**config.mk**
```make
export PLATFORM = sky130hd
export DESIGN_NAME = lock_queue_arbiter
export DESIGN_NICKNAME = d
export VERILOG_FILES = /design/src/rtl/lock_queue_arbiter_pkg.sv /design/src/rtl/lock_queue_arbiter_fifo.sv /design/src/rtl/lock_queue_arbiter.sv
export SDC_FILE = /design/constraint.sdc
export NUM_CORES = 1
export LEC_CHECK = 0
export CORE_ASPECT_RATIO = 0.7
export CORE_MARGIN = 2
export CORE_UTILIZATION = 52
export DETAILED_ROUTE_END_ITERATION = 8
export PLACE_DENSITY = 0.87
export REMOVE_ABC_BUFFERS = 1
export SYNTH_ARGS = -nofsm -noshare
export SYNTH_HDL_FRONTEND = slang
export SYNTH_SLANG_ARGS = --single-unit
```
**constraint.sdc**
```tcl
create_clock -name clk -period 3.9 [get_ports clk]
set_input_delay 1.17 -clock clk [delete_from_list [all_inputs] [get_ports clk]]
set_output_delay 1.17 -clock clk [all_outputs]
set_load 0.05 [all_outputs]
```
**src/rtl/lock_queue_arbiter_pkg.sv**
```systemverilog
// lock_queue_arbiter_pkg
// Shared command/ack encodings and field positions for the lock queue arbiter.
// Command word layout on inStream_TDATA:
//   [CMD_TYPE_H:CMD_TYPE_L] command code
//   [LOCK_ID_H:LOCK_ID_L]   lock id
// Ack word on outStream_TDATA is {56'd0, ack_code}.
package lock_queue_arbiter_pkg;

    localparam int CMD_TYPE_L   = 0;
    localparam int CMD_TYPE_H   = 7;
    localparam int LOCK_ID_L    = 8;
    localparam int LOCK_ID_H    = 15;
    localparam int LOCK_ID_BITS = LOCK_ID_H - LOCK_ID_L + 1;

    localparam logic [7:0] CMD_LOCK_CODE   = 8'h04;
    localparam logic [7:0] CMD_UNLOCK_CODE = 8'h05;
    localparam logic [7:0] ACK_OK_CODE     = 8'h01;
    localparam logic [7:0] ACK_REJECT_CODE = 8'h00;

    function automatic logic [63:0] ack_word(input logic [7:0] code);
        return {56'd0, code};
    endfunction

endpackage

```
**src/rtl/lock_queue_arbiter_fifo.sv**
```systemverilog
// lock_waiter_fifo
// Circular FIFO holding the accelerator ids waiting on one lock.
// Pointers wrap modulo DEPTH, so DEPTH need not be a power of two.
// Ports:
//   clk, rst        clock, synchronous active-high reset (empties the FIFO)
//   push, push_data enqueue an id (caller guarantees not full)
//   pop             dequeue the head (caller guarantees not empty)
//   head            id at the read pointer
//   count           number of stored ids, 0..DEPTH
module lock_waiter_fifo #(
    parameter int  DEPTH = 16,
    parameter int  WIDTH = 4,
    localparam int PTR_W = (DEPTH > 1) ? $clog2(DEPTH) : 1
) (
    input  logic             clk,
    input  logic             rst,
    input  logic             push,
    input  logic [WIDTH-1:0] push_data,
    input  logic             pop,
    output logic [WIDTH-1:0] head,
    output logic [PTR_W:0]   count
);

    logic [WIDTH-1:0] mem [DEPTH];
    logic [PTR_W-1:0] rd_ptr;
    logic [PTR_W-1:0] wr_ptr;

    function automatic logic [PTR_W-1:0] bump(input logic [PTR_W-1:0] p);
        return (p == PTR_W'(DEPTH - 1)) ? '0 : p + 1'b1;
    endfunction

    always_ff @(posedge clk) begin
        if (push) begin
            mem[wr_ptr] <= push_data;
        end
    end

    always_ff @(posedge clk) begin
        if (rst) begin
            rd_ptr <= '0;
            wr_ptr <= '0;
            count  <= '0;
        end else begin
            if (push) begin
                wr_ptr <= bump(wr_ptr);
            end
            if (pop) begin
                rd_ptr <= bump(rd_ptr);
            end
            case ({push, pop})
                2'b10:   count <= count + 1'b1;
                2'b01:   count <= count - 1'b1;
                default: count <= count;
            endcase
        end
    end

    assign head = mem[rd_ptr];

endmodule

```
**src/rtl/lock_queue_arbiter.sv**
```systemverilog
// lock_queue_arbiter
// Serialises NUM_LOCKS named locks between MAX_ACCS accelerators. Contended
// LOCKs queue per lock in FIFO order; a waiter is acked only when ownership
// is handed to it by an UNLOCK.
// Optional feature macro: LOCK_ARB_OWNER_CHECK_EN -- when defined, an UNLOCK
// from anyone other than the current owner is ignored.
// Ports:
//   clk, rst                 clock, synchronous active-high reset
//   inStream_TDATA/TVALID/TID/TREADY    command stream (TID = issuing acc)
//   outStream_TDATA/TVALID/TREADY/TLAST/TDEST  ack stream (TDEST = target acc)
module lock_queue_arbiter
    import lock_queue_arbiter_pkg::*;
#(
    parameter int  MAX_ACCS  = 16,
    parameter int  NUM_LOCKS = 4,
    localparam int ACC_BITS  = $clog2(MAX_ACCS),
    localparam int LIDX_BITS = (NUM_LOCKS > 1) ? $clog2(NUM_LOCKS) : 1
) (
    input  logic                clk,
    input  logic                rst,
    input  logic [63:0]         inStream_TDATA,
    input  logic                inStream_TVALID,
    input  logic [ACC_BITS-1:0] inStream_TID,
    output logic                inStream_TREADY,
    output logic [63:0]         outStream_TDATA,
    output logic                outStream_TVALID,
    input  logic                outStream_TREADY,
    output logic                outStream_TLAST,
    output logic [ACC_BITS-1:0] outStream_TDEST
);

    typedef enum logic [1:0] {
        READ_HEADER,
        EXEC,
        SEND_ACK
    } arb_state_t;

    localparam logic [ACC_BITS:0] FULL_CNT = (ACC_BITS + 1)'(MAX_ACCS);

    arb_state_t                               state;
    logic                                     tready_q;
    logic                                     tvalid_q;
    logic [63:0]                              tdata_q;
    logic [ACC_BITS-1:0]                      tdest_q;

    logic [ACC_BITS-1:0]                      acc_q;
    logic [7:0]                               cmd_q;
    logic [LOCK_ID_BITS-1:0]                  lid_q;

    logic [NUM_LOCKS-1:0]                     owned;
    logic [NUM_LOCKS-1:0][ACC_BITS-1:0]       owner;

    logic [NUM_LOCKS-1:0]                     push_vec;
    logic [NUM_LOCKS-1:0]                     pop_vec;
    logic [ACC_BITS-1:0]                      head [NUM_LOCKS];
    logic [ACC_BITS:0]                        cnt  [NUM_LOCKS];

    logic [LIDX_BITS-1:0]                     lidx;
    logic                                     lid_ok;
    logic                                     owner_ok;
    logic                                     ack_en;
    logic [7:0]                               ack_code;
    logic [ACC_BITS-1:0]                      ack_dest;
    logic                                     grant_free;
    logic                                     rel_lock;
    logic                                     unused_tdata;

    assign lidx   = lid_q[LIDX_BITS-1:0];
    assign lid_ok = (32'(lid_q) < NUM_LOCKS);

`ifdef LOCK_ARB_OWNER_CHECK_EN
    assign owner_ok = (acc_q == owner[lidx]);
`else
    logic unused_owner;
    assign owner_ok     = 1'b1;
    assign unused_owner = ^owner;
`endif

    assign unused_tdata = ^inStream_TDATA[63:LOCK_ID_H+1];

    for (genvar g = 0; g < NUM_LOCKS; g++) begin : g_waiters
        lock_waiter_fifo #(
            .DEPTH(MAX_ACCS),
            .WIDTH(ACC_BITS)
        ) u_fifo (
            .clk      (clk),
            .rst      (rst),
            .push     (push_vec[g]),
            .push_data(acc_q),
            .pop      (pop_vec[g]),
            .head     (head[g]),
            .count    (cnt[g])
        );
    end

    // Decision for the command latched in EXEC; the FSM below only registers it.
    always_comb begin
        ack_en     = 1'b0;
        ack_code   = ACK_OK_CODE;
        ack_dest   = acc_q;
        grant_free = 1'b0;
        rel_lock   = 1'b0;
        push_vec   = '0;
        pop_vec    = '0;
        if (state == EXEC) begin
            if (!lid_ok) begin
                if (cmd_q == CMD_LOCK_CODE) begin
                    ack_en   = 1'b1;
                    ack_code = ACK_REJECT_CODE;
                end
            end else if (cmd_q == CMD_LOCK_CODE) begin
                if (!owned[lidx]) begin
                    grant_free = 1'b1;
                    ack_en     = 1'b1;
                end else if (cnt[lidx] == FULL_CNT) begin
                    ack_en   = 1'b1;
                    ack_code = ACK_REJECT_CODE;
                end else begin
                    push_vec[lidx] = 1'b1;
                end
            end else if (cmd_q == CMD_UNLOCK_CODE && owned[lidx] && owner_ok) begin
                if (cnt[lidx] == '0) begin
                    rel_lock = 1'b1;
                end else begin
                    // Hand-off: lock stays owned, the head waiter gets the ack.
                    pop_vec[lidx] = 1'b1;
                    ack_en        = 1'b1;
                    ack_dest      = head[lidx];
                end
            end
        end
    end

    always_ff @(posedge clk) begin
        if (rst) begin
            state    <= READ_HEADER;
            tready_q <= 1'b0;
            tvalid_q <= 1'b0;
            tdata_q  <= '0;
            tdest_q  <= '0;
            acc_q    <= '0;
            cmd_q    <= '0;
            lid_q    <= '0;
            owned    <= '0;
            owner    <= '0;
        end else begin
            case (state)
                READ_HEADER: begin
                    // TREADY rises one cycle after entering, so the reset cycle stays quiet.
                    if (tready_q && inStream_TVALID) begin
                        acc_q    <= inStream_TID;
                        cmd_q    <= inStream_TDATA[CMD_TYPE_H:CMD_TYPE_L];
                        lid_q    <= inStream_TDATA[LOCK_ID_H:LOCK_ID_L];
                        tready_q <= 1'b0;
                        state    <= EXEC;
                    end else begin
                        tready_q <= 1'b1;
                    end
                end
                EXEC: begin
                    state    <= READ_HEADER;
                    tready_q <= 1'b1;
                    if (ack_en) begin
                        tvalid_q <= 1'b1;
                        tdata_q  <= ack_word(ack_code);
                        tdest_q  <= ack_dest;
                        tready_q <= 1'b0;
                        state    <= SEND_ACK;
                    end
                    if (grant_free) begin
                        owned[lidx] <= 1'b1;
                        owner[lidx] <= acc_q;
                    end
                    if (pop_vec != '0) begin
                        owner[lidx] <= head[lidx];
                    end
                    if (rel_lock) begin
                        owned[lidx] <= 1'b0;
                    end
                end
                SEND_ACK: begin
                    if (outStream_TREADY) begin
                        tvalid_q <= 1'b0;
                        tready_q <= 1'b1;
                        state    <= READ_HEADER;
                    end
                end
                default: begin
                    state    <= READ_HEADER;
                    tready_q <= 1'b0;
                    tvalid_q <= 1'b0;
                end
            endcase
        end
    end

    assign inStream_TREADY  = tready_q;
    assign outStream_TVALID = tvalid_q;
    assign outStream_TDATA  = tdata_q;
    assign outStream_TDEST  = tdest_q;
    assign outStream_TLAST  = 1'b1;

endmodule

```
==> impl_results.md <==
* Share of flip-flops with an asynchronous set or reset at 0%
* Syn avg cell area at 13.4 sq um
* Area delta synth->final at 11.2%
* Clock buffer count from CTS at 30
* Period utilization at 96.7%
* Worst EP required at 4.37 ns
* Slowest CP cell: or4_4
* Min Tclk post-route at 3.77 ns
* Antenna Cells at 0
* Clk buf depth at 3
* Core Box Area at 29,800 sq um
* Total track usage at 20.5%
* Post-synthesis sequential area ratio at 62.3%
* Die W at 211 microns
* Area after DPL at 16,200 sq um
* CTS H-Tree Depth at 1
* Clock skew at 0.00818 ns
* Yosys reg bits at 357
* Root Driver: clkbuf_16
* Design Power at 7.44 mW
* Drt wl/cell at 19.8 microns
* Synth Flop Type: edfxtp_1
* Crit path launch type: register
* CP Buf/Inv Count at 2
* CTS tree: done
* # DRC at 0
* Relative slew slack at 24.6%
* GR Util met2 at 33.6%
* Final WS setup at 0.129 ns
* Die ar. at 31,400 sq um
* Leak at 5.71 nW
* Clk pin slew, worst setup/hold paths at 0.07 ns
* GR peak layer: met2
* Most common cell after layout, fill and taps aside: edfxtp_1
* # setup viols final at 0
* Top-level port count at 143
* Reg2Reg Depth at 15
* Pin count of the biggest net entering global routing at 67
* Crit-path max cell delay at 0.56 ns
* Dpl hpwl at 21.3 mm
* Initial Util at 52.4%
* 1st-iter DRT viols at 938
* Final hold viol count at 0
* Status: complete, no violations
* Vias in the first global route at 9,196
* Drt total wl at 32.2 mm
* Slew @ Worst Pin at 1.13 ns
* Flop2flop setup slack at 0.13 ns
* Most frequent cells in the layout: 256 x edfxtp_1, 106 x nand2_1, 97 x dfxtp_1
* PwrDens at 429 nW/um^2
* Hold path depth at 2
* Max FO, Critical Path at 5
* Die Span Y at 149 microns
* Worst hold-check path type: register to register
* Synthesis Warnings at 0
* Worst EP arrival at 4.24 ns
* Worst IR Drop VDD at 364 uV
* Unrepaired setup endpoints after global routing: yes
* Overflow left after global routing at 0
* F_max at 265 MHz
* Mapped Cells at 1,162
* Final core utilization at 58.3%
* 1st-pass router iterations at 5
* Post-route cell area at 17,300 sq um
* Fraction of layout cells with a size suffix above 1 at 15.5%
* CP Capture Type: register
* Worst-path cell chain: or4_4 > or4_4 > nor4b_4 > buf_6 > nand3_1 > inv_1 > ha_2 > xor2_1 > ha_2 > o21a_1 > o221a_2 > or3_1 > a21oi_2 > xnor2_1 > nor2_1
* Synth Cell Area at 15,600 sq um
* Core Rows at 53
* Post-layout net count at 1,322
* Worst path top cell family by delay: simple AND/OR/NAND/NOR gates
* First-pass GRT wire length at 49.7 mm
* Met1 GRT Util at 28.0%
* Number of enable flip-flop cells after synthesis at 256
* Dpl ws at 0.0653 ns
* Vias per inst at 5.83
* I/O Buffers at 30
* Distinct cell type count after synthesis at 55
* Vias at 9,468
* Maxcap violations at 0
* Post-DRT Antenna Nets at 0
* Clk Latency, worst-skew pair at 0.57 ns
* Initial antenna violation count at 0
* Met3 Track Usage GR at 4.08%
* Critical path class: register to register
* CTS sink cnt at 357
* Worst path depth at 15
* Global placement routability congestion at 0.842
* Slew Limit Fails at 0
Yosys cell counts (3+ instances only):
| master | number | area [sq um] |
|---|---|---|
| a2bb2oi_1 | 4 | 35.0 |
| nor3_1 | 28 | 140 |
| nand3_1 | 17 | 85.1 |
| clkbuf_1 | 44 | 165 |
| mux2_2 | 8 | 90.1 |
| a21boi_0 | 4 | 30.0 |
| nand3b_1 | 11 | 82.6 |
| a21oi_1 | 78 | 390 |
| o32ai_1 | 3 | 26.3 |
| nor4_1 | 5 | 31.3 |
| nand2b_1 | 16 | 100 |
| mux4_2 | 55 | 1240 |
| xor2_1 | 16 | 140 |
| and3_1 | 8 | 50.1 |
| edfxtp_1 | 256 | 7690 |
| a31oi_1 | 5 | 31.3 |
| nand2_1 | 106 | 398 |
| o21a_1 | 4 | 30.0 |
| inv_1 | 27 | 101 |
| mux2i_1 | 40 | 400 |
| nor2b_1 | 7 | 43.8 |
| nor4_4 | 4 | 85.1 |
| buf_1 | 8 | 30.0 |
| ha_1 | 36 | 450 |
| o221a_2 | 4 | 45.0 |
| o22ai_1 | 4 | 25.0 |
| o21ai_0 | 23 | 115 |
| or3_1 | 13 | 81.3 |
| o2111ai_1 | 7 | 61.3 |
| buf_4 | 64 | 480 |
| dfxtp_1 | 101 | 2020 |
| and2_1 | 6 | 37.5 |
| o41ai_1 | 3 | 26.3 |
| nor2_1 | 82 | 308 |
| buf_2 | 5 | 25.0 |
| xnor2_1 | 8 | 70.1 |
| a22oi_1 | 10 | 75.1 |
| o211ai_1 | 11 | 82.6 |
| nand4_1 | 8 | 50.1 |
state kept, by name, indices dropped and copies added (netlist names), named ones only:
signal / cells
g_waiters.u_fifo.rd_ptr: 16
lid_q: 8
outStream_TDEST: 4
g_waiters.u_fifo.mem: 256
outStream_TDATA: 1
cmd_q: 8
outStream_TVALID: 1
state: 2
g_waiters.u_fifo.wr_ptr: 16
g_waiters.u_fifo.count: 20
acc_q: 4
inStream_TREADY: 1
layer usage:
layer / share of wire, % / routed length, microns
met1: 41 / 13300
met2: 48 / 15300
met3: 8.6 / 2780
met4: 2.4 / 787
met5: 0 / 0
worst paths after layout:
check                           startpoint                            to
worst max-delay path              cmd_q[4]  g_waiters[2].u_fifo.count[4]
worst min register to register    cmd_q[4]                      cmd_q[4]
worst min-delay path              cmd_q[4]                      cmd_q[4]
worst max register to register    cmd_q[4]  g_waiters[2].u_fifo.count[4]
logic make-up (layout without fill, tap and decap cells):
logic type	after synthesis	after routing	synth area share, %
flip-flops	357	357	62.3
AND/OR/NAND/NOR	325	325	10.6
AO/OA/AOI/OAI	166	166	6.59
buffers and inverters	149	163	5.17
multiplexers	103	103	11.1
adder cells (fa/ha/maj)	36	36	2.89
XOR/XNOR	24	24	1.35
other	2	64	0.0482
where the power goes:
| group | internal (mW) | switching, mW |
|---|---|---|
| combinational | 0.0535 | 0.211 |
| clock | 1.73 | 1.35 |
| sequential | 4.06 | 0.0346 |
| total | 5.85 | 1.59 |
stage by stage:
step	hold slack (ns)	TNS [ns]	cells
3_5_place_dp	0.450	0	1559
6_report	0.462	0	1623
2_1_floorplan	0.430	0	1103
3_3_place_gp	0.445	0	1559
4_1_cts	0.459	0	1615
5_1_grt	0.486	-0.0924	1623
worst register-to-register path: cells and delay by family (launching register included):
family,cells,cell delay [ns]
XOR/XNOR,2,0.21
buffers and inverters,2,0.29
AO/OA/AOI/OAI,3,0.62
adder cells (fa/ha/maj),2,0.39
AND/OR/NAND/NOR,6,1.86
flip-flops,1,0.31
cell type report:
| cell class | count | area [sq um] |
|---|---|---|
| sequential | 357 | 9710 |
| fill | 2183 | 12400 |
| multi-input combinational | 718 | 5360 |
| timing repair buffer | 79 | 677 |
| clock buffer | 42 | 857 |
| tap | 385 | 482 |
| clock inverter | 14 | 149 |
| inverter | 28 | 105 |
what timing repair did:
action                     4_1_cts  5_1_grt
setup endpoints to repair        1        4
gates cloned                     0        1
hold endpoints to repair         0        0
hold buffers                     0        0
resized for setup                1       14
buffers inserted                 0        7
pin swaps                        0        6
Power figures use the tool's default switching activity.
